<file path="src/rtl/led_pkg.sv">
// Shared constants for the LED ripple/trail path.
package led_pkg;

    localparam int unsigned LED_COUNT        = 8;
    localparam int unsigned PWM_BITS_DEFAULT = 4;

    // Full-brightness level for a given PWM width.
    function automatic int unsigned level_max(input int unsigned bits);
        return (32'd1 << bits) - 32'd1;
    endfunction

endpackage

</file>
<file path="src/rtl/led_trail_pwm_if.sv">
// LED pattern in / PWM drive out between ripple stage and trail stage.
interface led_trail_pwm_if;
    import led_pkg::*;

    logic [LED_COUNT-1:0] led_in;
    logic [LED_COUNT-1:0] led_out;

    modport master (output led_in, input led_out);
    modport slave  (input led_in, output led_out);
endinterface

</file>
<file path="src/rtl/led_trail_channel.sv">
// One LED channel: brightness level with linear decay and PWM output flop.
module led_trail_channel
    import led_pkg::*;
#(
    parameter int unsigned PWM_BITS = PWM_BITS_DEFAULT
) (
    input  logic                clk,
    input  logic                reset,
    input  logic                in_bit,
    input  logic                decay_tick,
    input  logic [PWM_BITS-1:0] pcnt,
    output logic                led_out
);

    localparam logic [PWM_BITS-1:0] LVL_MAX = PWM_BITS'(level_max(PWM_BITS));

    logic [PWM_BITS-1:0] lvl;

    // Level: input forces full, otherwise step down on decay tick, saturating at 0.
    always_ff @(posedge clk or posedge reset) begin
        if (reset) begin
            lvl <= '0;
        end else if (in_bit) begin
            lvl <= LVL_MAX;
        end else if (decay_tick && (lvl != '0)) begin
            lvl <= lvl - 1'b1;
        end
    end

    // Output uses the level before this edge's update; input high is a steady on.
    always_ff @(posedge clk or posedge reset) begin
        if (reset) begin
            led_out <= 1'b0;
        end else begin
            led_out <= in_bit | (lvl > pcnt);
        end
    end

endmodule

</file>
<file path="src/rtl/led_trail_pwm.sv">
// Comet-tail LED driver: shared decay prescaler and PWM counter, one channel per LED.
module led_trail_pwm
    import led_pkg::*;
#(
    parameter int unsigned PWM_BITS  = PWM_BITS_DEFAULT,
    parameter int unsigned DECAY_DIV = 65536
) (
    input  logic           clk,
    input  logic           reset,
    led_trail_pwm_if.slave bus
);

    localparam int unsigned DW = (DECAY_DIV > 1) ? $clog2(DECAY_DIV) : 1;
    localparam logic [DW-1:0] DCNT_LAST = DW'(DECAY_DIV - 1);

    logic [DW-1:0]        dcnt;
    logic [PWM_BITS-1:0]  pcnt;
    logic                 decay_tick;
    logic [LED_COUNT-1:0] led_q;

    assign decay_tick = (dcnt == DCNT_LAST);

    // Decay prescaler: 0..DECAY_DIV-1, tick on the last count.
    always_ff @(posedge clk or posedge reset) begin
        if (reset) begin
            dcnt <= '0;
        end else if (decay_tick) begin
            dcnt <= '0;
        end else begin
            dcnt <= dcnt + 1'b1;
        end
    end

    // Free-running PWM phase shared by all channels.
    always_ff @(posedge clk or posedge reset) begin
        if (reset) begin
            pcnt <= '0;
        end else begin
            pcnt <= pcnt + 1'b1;
        end
    end

    for (genvar i = 0; i < LED_COUNT; i++) begin : g_ch
        led_trail_channel #(
            .PWM_BITS(PWM_BITS)
        ) u_ch (
            .clk       (clk),
            .reset     (reset),
            .in_bit    (bus.led_in[i]),
            .decay_tick(decay_tick),
            .pcnt      (pcnt),
            .led_out   (led_q[i])
        );
    end

    assign bus.led_out = led_q;

endmodule

</file>
<file path="src/flat_wrapper.sv">
// flat-port wrapper written by rule: the top's interface ports become plain ports
module led_trail_pwm_flat import led_pkg::*;
#(
    parameter int unsigned PWM_BITS  = PWM_BITS_DEFAULT,
    parameter int unsigned DECAY_DIV = 65536
)
  (clk, reset, bus_led_in, bus_led_out);
  led_trail_pwm_if bus_i ();
  input  logic clk;
  input  logic reset;
  input wire logic [$bits(bus_i.led_in)-1:0] bus_led_in;
  output wire logic [$bits(bus_i.led_out)-1:0] bus_led_out;
  assign bus_i.led_in = bus_led_in;
  assign bus_led_out = bus_i.led_out;
  led_trail_pwm #(.PWM_BITS(PWM_BITS), .DECAY_DIV(DECAY_DIV)) u_core (.clk(clk), .reset(reset), .bus(bus_i));
endmodule
</file>
<file path="config.mk">
export PLATFORM = sky130hd
export DESIGN_NAME = led_trail_pwm_flat
export DESIGN_NICKNAME = d
export VERILOG_FILES = /design/src/rtl/led_pkg.sv /design/src/rtl/led_trail_pwm_if.sv /design/src/rtl/led_trail_channel.sv /design/src/rtl/led_trail_pwm.sv /design/src/flat_wrapper.sv
export SDC_FILE = /design/constraint.sdc
export NUM_CORES = 1
export LEC_CHECK = 0
export CORE_MARGIN = 2
export CORE_UTILIZATION = 55
export DETAILED_ROUTE_END_ITERATION = 7
export PLACE_DENSITY = 0.83
export SLEW_MARGIN = 10
export SYNTH_ARGS = -nofsm -noshare
export SYNTH_HDL_FRONTEND = slang
export SYNTH_SLANG_ARGS = --single-unit
</file>
<file path="constraint.sdc">
create_clock -name clk -period 4.7 [get_ports clk]
set_input_delay 0.94 -clock clk [delete_from_list [all_inputs] [get_ports clk]]
set_output_delay 0.94 -clock clk [all_outputs]
set_load 0.1 [all_outputs]
</file>
==> impl_metrics.yaml <==
cts:
  insertion_delay_ps: 340
  post_cts_buffers: 0
  htreeDepth: 3
  numCtsBuffers: 9
  cts_tree: "yes"
  cts_resized: 0
  path_clk_slew_ps: 70
  cts_sinks: 60
  cts_buffer_depth: 2
  cts_root_buf: "clkbuf_8"
  holdBufCountCts: 0
synthesis:
  synth_top_cell_by_area: "dfrtp_1"
  async_flop_share_pct: 100
  synthXorXnorAreaFrac_pct: 3.34
  syn_area_um2: 3670
  netlist.area_leader.share_pct: 40.9
  syn_nets: 431
  synth_cell_types: 35
  synth_fa_ha_area_share_pct: 14.3
  ys.flop_type: "dfrtp_1"
  synthMostInstantiatedCell: "dfrtp_1"
  netlist_instances: 379
  synth_commonest_cells: "60 x dfrtp_1, 42 x ha_1, 41 x inv_1"
  ys.warnings.count: 0
  synth-simple-area-share_pct: 20.0
  synth_compound_area_share_pct: 14.0
  synth_seq_area_share_pct: 40.9
  synth_edf_count: 0
  ys_ff_latch: 60
  synth_top_family_by_area: "simple AND/OR/NAND/NOR gates"
  synthMuxAreaShare_pct: 0.272
  synthTopCellsByArea: "dfrtp_1 41%, ha_1 14%, inv_1 4.2%, nand3_1 3.5%, a21oi_1 3.0%"
  syn_area_per_cell_um2: 9.70
power:
  ir_drop_mv: 0.181
  power_density_nw_per_um2: 237
  p_total_uw: 951
  cellLeakagePower_uw: 0.00173
timing:
  slew_headroom_pct: 35.5
  fin_ws_ps: 1970
  fmaxAchievable_mhz: 366
  finalSetupTns_ps: 0
  rsz0062_at_grt: "no"
  setup_viol: 0
  finalCritPeriodShare_pct: 58.2
  drv_slew: 0
  finClkSkew_ps: 5.70
  worst_slew_pin_slew_ps: 965
  hold_violations: 0
  fin_crit_ps: 2730
floorplan:
  rows: 29
  initial_core_util_pct: 57.2
  die_w_um: 85.7
  core-area_um2: 6420
  die_area_um2: 7350
  io_pins: 18
  dieHeight_um: 85.7
run_status:
  outcome: "completed"
grt:
  grt_max_degree: 47
  grt_pass1_vias: 2878
  grt.overflow.total: 0
  grt_first_pass_wirelength_um: 12900
  grt_antenna_before_repair: 0
  grt_usage_pct: 22.2
worst_setup_path:
  path_cells: "clkdlybuf4s50_1"
  crit_arrival_ps: 1790
  crit_buf_inv: 1
  path_max_fanout: 1
  crit_family: "buffers and inverters"
  cpMaxStageDelayCell: "clkdlybuf4s50_1"
  worstSetupPathType: "reg2out"
  cp-end-kind: "output pin"
  startpoint_type: "flop"
  cp.required_ps: 3760
  cpPeakStageDelay_ps: 1130
route:
  viasPerCell: 6.08
  firstDrtPassIters: 6
  finalWirelength_um: 7380
  post_drt_wl_per_cell_um: 15.6
  route.antenna.remaining_nets: 0
  drtIter0Drc: 157
  drc: 0
  vias: 2875
placed_design:
  pre_cts_ws_ps: 2150
  place_congestion: 0.812
  port_buffers: 17
  placedCellCount: 458
  hpwl_um: 5070
finish:
  nets: 444
  synthToLayoutAreaGrowth_pct: 9.40
  antenna_cells: 0
  fillCellCount: 494
  drive_gt1_share_pct: 5.56
  fin_cells: 473
  postLayoutCoreUtil_pct: 62.6
hold_path:
  hp-class: "reg2reg"
flow_run:
  drv_cap: 0
## cell usage in the layout (no fill, tap or decap), drive strengths merged, types with 6 or more instances in the layout
cell type and count:
nand4b 6, nor3 13, a21boi 9, a21oi 22, nand3 26, a311o 7, ha 42, dfrtp 60
xor2 9, nand2 13, inv 41, clkbuf 13, o21ai 15, nor2 21, a21o 8, or4 13
clkdlybuf4s50 17, o31ai 12, nand4 15
## state kept, by name, indices dropped and copies added, names as in the netlist
signal / count
u_core.g_ch.u_ch.lvl: 32
u_core.pcnt: 4
u_core.g_ch.u_ch.led_out: 8
u_core.dcnt: 16
## final cells by class
class | instances | area, um^2 | share of cell area [%]
Multi-Input combinational cell | 260 | 1910 | 47.4
Tap cell | 77 | 96.3 | 2.40
Inverter | 41 | 154 | 3.83
Clock buffer | 13 | 159 | 3.95
Sequential cell | 60 | 1500 | 37.3
Clock inverter | 2 | 10.0 | 0.249
Timing Repair Buffer | 20 | 193 | 4.79
## per-layer routing
metal / wire [um] / part of all wire, % / track usage, %
met1: 3310 / 45 / 28.7
met2: 3520 / 48 / 34.9
met3: 364 / 4.9 / 5.39
met4: 190 / 2.6 / 11.5
met5: 0 / 0 / 0
## where the power goes
group / total (uW) / internal (uW) / switching (uW) / leakage, uW
logic: 25.0 / 8.53 / 16.5 / 0.00103
registers: 516 / 516 / 0.000000000000310 / 0.000611
clock network: 410 / 216 / 194 / 0.0000893
total: 951 / 741 / 211 / 0.00173
## worst paths after layout
check	from	to	slack [ps]	cells after the start
max	u_core.g_ch[0].u_ch.led_out	bus_led_out[0]	1970	1
min	u_core.pcnt[3]	u_core.pcnt[3]	470	1
max reg2reg	u_core.dcnt[10]	u_core.g_ch[5].u_ch.lvl[3]	2110	4
min reg2reg	u_core.pcnt[3]	u_core.pcnt[3]	470	1
max in group asynchronous	reset	u_core.g_ch[3].u_ch.lvl[3]	2790	3
min in group asynchronous	reset	u_core.g_ch[7].u_ch.lvl[2]	1140	2
## kinds of logic (layout without fill, tap and decap cells)
family | count (synthesis) | after routing
AOI/OAI and AO/OA | 78 | 78
xor gates and xnor gates | 14 | 14
adders and majority gates | 42 | 42
buffers and inverters | 59 | 76
DFF | 60 | 60
muxes | 1 | 1
and+or+nand+nor | 125 | 125
## metrics by stage
stage               hold slack, ps  area, um^2
global placement               462        3850
detailed placement             462        3850
CTS                            476        4020
global route                   500        4020
finish                         472        4020
floorplan                      445        3670
No activity file was read; power rests on OpenSTA's default activity.
